$ cat config.mk
export PLATFORM = sky130hd
export DESIGN_NAME = muldiv_unit_flat
export DESIGN_NICKNAME = d
export VERILOG_FILES = /design/src/rtl/muldiv_if.sv /design/src/rtl/muldiv_unit.sv /design/src/flat_wrapper.sv
export SDC_FILE = /design/constraint.sdc
export NUM_CORES = 1
export LEC_CHECK = 0
export BUFFER_PORTS_ARGS = -buffer_cell sky130_fd_sc_hd__buf_2
export CAP_MARGIN = 20
export CORE_ASPECT_RATIO = 1.2
export CORE_MARGIN = 3
export CORE_UTILIZATION = 60
export CTS_CLUSTER_SIZE = 14
export DETAILED_ROUTE_END_ITERATION = 12
export PLACE_DENSITY = 0.85
export SLEW_MARGIN = 20
export SYNTH_ARGS = -nofsm -noshare
export SYNTH_HDL_FRONTEND = slang
export SYNTH_SLANG_ARGS = --single-unit
$ cat constraint.sdc
create_clock -name clk -period 8.5 [get_ports clk]
set_input_delay 1.7 -clock clk [delete_from_list [all_inputs] [get_ports clk]]
set_output_delay 1.7 -clock clk [all_outputs]
set_load 0.1 [all_outputs]
$ cat src/rtl/muldiv_if.sv
// Handshake and data bundle between the EX stage and the multiply/divide unit.
// The unit connects through the slave modport; the driving stage uses master.
interface muldiv_if #(
   parameter int DATA_W = 32
);
   logic              start;
   logic [1:0]        op;
   logic [DATA_W-1:0] a_in;
   logic [DATA_W-1:0] b_in;
   logic              mthi;
   logic              mtlo;
   logic [DATA_W-1:0] wdata;
   logic              busy;
   logic              done;
   logic [DATA_W-1:0] hi_out;
   logic [DATA_W-1:0] lo_out;

   modport master (
      output start, op, a_in, b_in, mthi, mtlo, wdata,
      input  busy, done, hi_out, lo_out
   );

   modport slave (
      input  start, op, a_in, b_in, mthi, mtlo, wdata,
      output busy, done, hi_out, lo_out
   );
endinterface

$ cat src/rtl/muldiv_unit.sv
// Iterative 32-bit multiply/divide unit owning HI/LO; 32 magnitude steps plus one
// sign-fix cycle.
//
//   state  | meaning
//   -------+-----------------------------------------------------------
//   S_IDLE | waiting for start; MTHI/MTLO writes accepted here
//   S_RUN  | one shift-add or restoring-subtract step per cycle
//   S_FIX  | sign correction, HI/LO write, done pulse on the next cycle
module muldiv_unit #(
   parameter int DATA_W = 32
) (
   input  logic     clk,
   input  logic     rst_n,
   muldiv_if.slave  bus
);
   localparam int CNT_W = 6;

   typedef enum logic [1:0] {
      S_IDLE = 2'd0,
      S_RUN  = 2'd1,
      S_FIX  = 2'd2
   } state_t;

   state_t              state_q, state_d;
   logic [CNT_W-1:0]    cnt_q, cnt_d;
   logic                is_div_q, is_div_d;
   logic                neg_res_q, neg_res_d;
   logic                neg_rem_q, neg_rem_d;
   logic [DATA_W-1:0]   acc_hi_q, acc_hi_d;
   logic [DATA_W-1:0]   acc_lo_q, acc_lo_d;
   logic [DATA_W-1:0]   mag_b_q, mag_b_d;
   logic [DATA_W-1:0]   hi_q, hi_d;
   logic [DATA_W-1:0]   lo_q, lo_d;
   logic                done_q, done_d;

   logic                is_signed;
   logic [DATA_W-1:0]   mag_a_in, mag_b_in;
   logic [DATA_W:0]     mul_sum;
   logic [DATA_W:0]     div_shift;
   logic                div_ge;
   logic [DATA_W-1:0]   div_diff;
   logic [2*DATA_W-1:0] prod;
   logic [DATA_W-1:0]   quo, rem;

   // op[0]=0 selects the signed forms (MULT, DIV); |0x80000000| stays 0x80000000
   assign is_signed = ~bus.op[0];
   assign mag_a_in  = (is_signed && bus.a_in[DATA_W-1]) ? -bus.a_in : bus.a_in;
   assign mag_b_in  = (is_signed && bus.b_in[DATA_W-1]) ? -bus.b_in : bus.b_in;

   assign mul_sum   = {1'b0, acc_hi_q} +
                      (acc_lo_q[0] ? {1'b0, mag_b_q} : {(DATA_W+1){1'b0}});
   assign div_shift = {acc_hi_q, acc_lo_q[DATA_W-1]};
   assign div_ge    = div_shift >= {1'b0, mag_b_q};
   // partial remainder stays below the divisor, so the low word of the difference is exact
   assign div_diff  = div_shift[DATA_W-1:0] - mag_b_q;

   assign prod = neg_res_q ? -{acc_hi_q, acc_lo_q} : {acc_hi_q, acc_lo_q};
   assign quo  = neg_res_q ? -acc_lo_q : acc_lo_q;
   assign rem  = neg_rem_q ? -acc_hi_q : acc_hi_q;

   always_comb begin
      state_d   = state_q;
      cnt_d     = cnt_q;
      is_div_d  = is_div_q;
      neg_res_d = neg_res_q;
      neg_rem_d = neg_rem_q;
      acc_hi_d  = acc_hi_q;
      acc_lo_d  = acc_lo_q;
      mag_b_d   = mag_b_q;
      hi_d      = hi_q;
      lo_d      = lo_q;
      done_d    = 1'b0;
      case (state_q)
         S_IDLE: begin
            if (bus.start) begin
               state_d   = S_RUN;
               cnt_d     = CNT_W'(DATA_W);
               is_div_d  = bus.op[1];
               neg_res_d = is_signed & (bus.a_in[DATA_W-1] ^ bus.b_in[DATA_W-1]);
               neg_rem_d = is_signed & bus.a_in[DATA_W-1];
               acc_hi_d  = '0;
               acc_lo_d  = mag_a_in;
               mag_b_d   = mag_b_in;
            end else begin
               if (bus.mthi) hi_d = bus.wdata;
               if (bus.mtlo) lo_d = bus.wdata;
            end
         end
         S_RUN: begin
            cnt_d = cnt_q - 1'b1;
            if (is_div_q) begin
               acc_hi_d = div_ge ? div_diff : div_shift[DATA_W-1:0];
               acc_lo_d = {acc_lo_q[DATA_W-2:0], div_ge};
            end else begin
               acc_hi_d = mul_sum[DATA_W:1];
               acc_lo_d = {mul_sum[0], acc_lo_q[DATA_W-1:1]};
            end
            if (cnt_q == CNT_W'(1)) state_d = S_FIX;
         end
         S_FIX: begin
            if (is_div_q) begin
               lo_d = quo;
               hi_d = rem;
            end else begin
               {hi_d, lo_d} = prod;
            end
            done_d  = 1'b1;
            state_d = S_IDLE;
         end
         default: state_d = S_IDLE;
      endcase
   end

   always_ff @(posedge clk or negedge rst_n) begin
      if (!rst_n) begin
         state_q   <= S_IDLE;
         cnt_q     <= '0;
         is_div_q  <= 1'b0;
         neg_res_q <= 1'b0;
         neg_rem_q <= 1'b0;
         acc_hi_q  <= '0;
         acc_lo_q  <= '0;
         mag_b_q   <= '0;
         hi_q      <= '0;
         lo_q      <= '0;
         done_q    <= 1'b0;
      end else begin
         state_q   <= state_d;
         cnt_q     <= cnt_d;
         is_div_q  <= is_div_d;
         neg_res_q <= neg_res_d;
         neg_rem_q <= neg_rem_d;
         acc_hi_q  <= acc_hi_d;
         acc_lo_q  <= acc_lo_d;
         mag_b_q   <= mag_b_d;
         hi_q      <= hi_d;
         lo_q      <= lo_d;
         done_q    <= done_d;
      end
   end

   assign bus.busy   = (state_q != S_IDLE);
   assign bus.done   = done_q;
   assign bus.hi_out = hi_q;
   assign bus.lo_out = lo_q;
endmodule

$ cat src/flat_wrapper.sv
// flat-port wrapper written by rule: the top's interface ports become plain ports
module muldiv_unit_flat 
#(
   parameter int DATA_W = 32
)
  (clk, rst_n, bus_start, bus_op, bus_a_in, bus_b_in, bus_mthi, bus_mtlo, bus_wdata, bus_busy, bus_done, bus_hi_out, bus_lo_out);
  muldiv_if #(.DATA_W(DATA_W)) bus_i ();
  input  logic clk;
  input  logic rst_n;
  input wire logic [$bits(bus_i.start)-1:0] bus_start;
  input wire logic [$bits(bus_i.op)-1:0] bus_op;
  input wire logic [$bits(bus_i.a_in)-1:0] bus_a_in;
  input wire logic [$bits(bus_i.b_in)-1:0] bus_b_in;
  input wire logic [$bits(bus_i.mthi)-1:0] bus_mthi;
  input wire logic [$bits(bus_i.mtlo)-1:0] bus_mtlo;
  input wire logic [$bits(bus_i.wdata)-1:0] bus_wdata;
  output wire logic [$bits(bus_i.busy)-1:0] bus_busy;
  output wire logic [$bits(bus_i.done)-1:0] bus_done;
  output wire logic [$bits(bus_i.hi_out)-1:0] bus_hi_out;
  output wire logic [$bits(bus_i.lo_out)-1:0] bus_lo_out;
  assign bus_i.start = bus_start;
  assign bus_i.op = bus_op;
  assign bus_i.a_in = bus_a_in;
  assign bus_i.b_in = bus_b_in;
  assign bus_i.mthi = bus_mthi;
  assign bus_i.mtlo = bus_mtlo;
  assign bus_i.wdata = bus_wdata;
  assign bus_busy = bus_i.busy;
  assign bus_done = bus_i.done;
  assign bus_hi_out = bus_i.hi_out;
  assign bus_lo_out = bus_i.lo_out;
  muldiv_unit #(.DATA_W(DATA_W)) u_core (.clk(clk), .rst_n(rst_n), .bus(bus_i));
endmodule
==> flow_metrics.tcl <==
set metrics [dict create \
    synth_xor_area_share_pct 9.737 \
    async_flop_share_pct 100.0 \
    critPathArrivalTime_ps 4420 \
    final_cell_mix "o21ai_0, nand2_1, dfrtp_1, buf_2, a21oi_1" \
    slew_violations 0 \
    antenna_found_initial 0 \
    grt_usage_pct 32.90 \
    ys_seq_area_share_pct 29.72 \
    ios 169 \
    place.gp.congestion 0.9591 \
    synth_top_family_by_area "compound AO/OA/AOI/OAI gates" \
    netlist_area_um2 14480 \
    ctsHtreeMaxLevel 4 \
    postCtsSetupBuffers 0 \
    synth_fa_ha_area_share_pct 6.324 \
    cp_top_family "compound AO/OA/AOI/OAI gates" \
    synth_cell_types 73 \
    viasPerCell 6.366 \
    reg2reg_depth 10 \
    skew_ps 11.50 \
    fp.dieH_um 176.2 \
    grt_pass1_vias 13380 \
    grt_start_max_net_pins 114 \
    worstPathRequired_ps 8790 \
    fin_crit_sh_pct 48.61 \
    nets 2090 \
    hp-class "flop to flop" \
    crit_fanout 36 \
    critical_path_buf_inv_count 0 \
    wl_per_cell_um 19.45 \
    synth_compound_area_share_pct 24.86 \
    dr.pass1.iters 6 \
    hpwlAfterDp_um 32890 \
    setup_viol 0 \
    syn_nets 2000 \
    r2r-end "u_core.acc_hi_q[24]" \
    initial_core_util_pct 61.81 \
    hold_violations 0 \
    rsz0062_at_grt "no" \
    die_area_um2 26050 \
    insertion_delay_ps 440 \
    tightest_slew_ps 1078 \
    clock_sinks 172 \
    holdBufCountCts 0 \
    grt-ovfl-total 0 \
    maxCapViolCount 0 \
    synth_edf_count 0 \
    synthSimpleGateAreaFrac_pct 18.85 \
    postRouteWirelength_um 43640 \
    cts_root_buffer "clkbuf_16" \
    area_growth_pct 10.69 \
    cts-buffers-inserted 17 \
    ys_seq_elements 172 \
    synth_mux_area_share_pct 5.970 \
    clk_pin_slew_ps 70 \
    die_x_um 147.8 \
    slew_headroom_pct 28.13 \
    post_cts_resize_count 0 \
    crit_path_end_kind "flop" \
    grt_pass1_wl_um 69780 \
    ys.flop_type "dfrtp_1" \
    outcome "finished clean" \
    portBuffers 168 \
    worstReg2RegStart "u_core.acc_hi_q[13]" \
    reg2reg_setup_slack_ps 4370 \
    startpoint "u_core.acc_hi_q[13]" \
    synth_area_per_cell_um2 7.936 \
    worstSetupEndpoint "u_core.acc_hi_q[24]" \
    synth_warnings 0 \
    fmax_ghz 0.2420 \
    final_common_cell "o21ai_0" \
    holdWs_ps 477.7 \
    period_needed_ps 4132 \
    cpPeakStageDelay_ps 830 \
    crit_type "flop to flop" \
    path_cells "ha_1, a211oi_1, o21ai_0, a221oi_1, nor2_1, a211o_1, a21oi_4, nor2_1, a21oi_1, o21ai_0" \
    syn_inst 1825 \
    tns_ps 0 \
    rows 61 \
    vias 14280 \
    cp-start-kind "flop" \
    clockBufferDepth 2 \
    antenna_left 0 \
    cp_slowest_cell "a21oi_4" \
    core_um2 23430 \
    tritoncts "done" \
    drt_iter0_drc 1433 \
    diodes 0 \
    layout-drive-gt1-share_pct 13.02 \
    cp.depth 10 \
    drc 0 \
]
==> worst register-to-register path: cells and delay by family, from the launching register on <==
family / cells / cell delay (ps)
flops: 1 / 510
compound gates: 7 / 2590
fa+ha+maj: 1 / 440
simple gates: 2 / 460
==> per-layer routing <==
| metal | global-route usage, % | wire (um) | vias up |
|---|---|---|---|
| li1 | - | - | 6761 |
| met1 | 42.03 | 17570 | 6728 |
| met2 | 56.46 | 21100 | 663 |
| met3 | 3.979 | 2947 | 126 |
| met4 | 14.25 | 2019 | 0 |
| met5 | 0 | 0 | - |
==> synthesized netlist by cell type (12+ instances only) <==
library cell    n  area (um^2)
or4_1          13        97.59
a21oi_1       157        785.8
or3_1          13        81.33
buf_1          13        48.80
xnor2_1        87        762.0
clkbuf_1       91        341.6
o31ai_1        24        180.2
xor2_1         74        648.1
mux2i_1        74        740.7
nor4_1         22        137.6
and3_1         12        75.07
nor2_1        140        525.5
o21a_1         13        97.59
dfrtp_1       172         4304
o211ai_1       27        202.7
nand2_1       195        732.0
a21o_1         21        157.7
nor3_1         35        175.2
nand3_1        46        230.2
nor2b_1        36        225.2
ha_1           70        875.8
inv_1          66        247.7
o21ai_0       207         1036
a211oi_1       37        277.8
nand2b_1       16        100.1
==> final cells by class <==
class	instances	area, um^2
multi-input cells	1479	9540
fillers	1977	7401
flip-flops and latches	172	4305
repair buffers	178	922.1
clock buffers	17	425.4
well taps	315	394.1
inverters	67	252.7
clock inverters	15	190.2
==> worst min-delay path by stage <==
stage	end	cells after the start	startpoint
after floorplan	u_core.cnt_q[5]	1	u_core.cnt_q[5]
after detailed placement	u_core.cnt_q[5]	1	u_core.cnt_q[5]
after CTS	u_core.cnt_q[5]	1	u_core.cnt_q[5]
after global placement	u_core.mag_b_q[15]	2	u_core.mag_b_q[15]
after global routing	u_core.cnt_q[5]	1	u_core.cnt_q[5]
final	u_core.mag_b_q[9]	2	u_core.mag_b_q[9]
==> cells by family after synthesis <==
kind of cell | Yosys count
AOI/OAI and AO/OA | 589
xor gates and xnor gates | 161
adders and majority gates | 72
buffers and inverters | 174
DFF | 172
muxes | 85
and+or+nand+nor | 572
==> registers in the layout (all words and copies together), names as in the netlist <==
| register | count |
|---|---|
| u_core.acc_hi_q | 32 |
| u_core.mag_b_q | 32 |
| u_core.acc_lo_q | 32 |
| u_core.bus.done | 1 |
| u_core.state_q | 2 |
| u_core.neg_rem_q | 1 |
| u_core.is_div_q | 1 |
| u_core.neg_res_q | 1 |
| u_core.bus.lo_out | 32 |
| u_core.cnt_q | 6 |
| u_core.bus.hi_out | 32 |
==> metrics by stage <==
step / std cells / area, um^2 / worst slack (ps) / utilization [%]
2_1_floorplan: 1825 / 14480 / 4643 / -
5_1_grt: 2243 / 16030 / 4093 / 68.41
4_1_cts: 2243 / 16030 / 4447 / 68.41
6_report: 2243 / 16030 / 4368 / 68.41
3_5_place_dp: 2211 / 15410 / 4136 / 65.79
3_3_place_gp: 2211 / 15410 / 4229 / 65.79
Power is not shown: default switching activity piles up to over one toggle a cycle in this logic, so the estimate is an artifact.
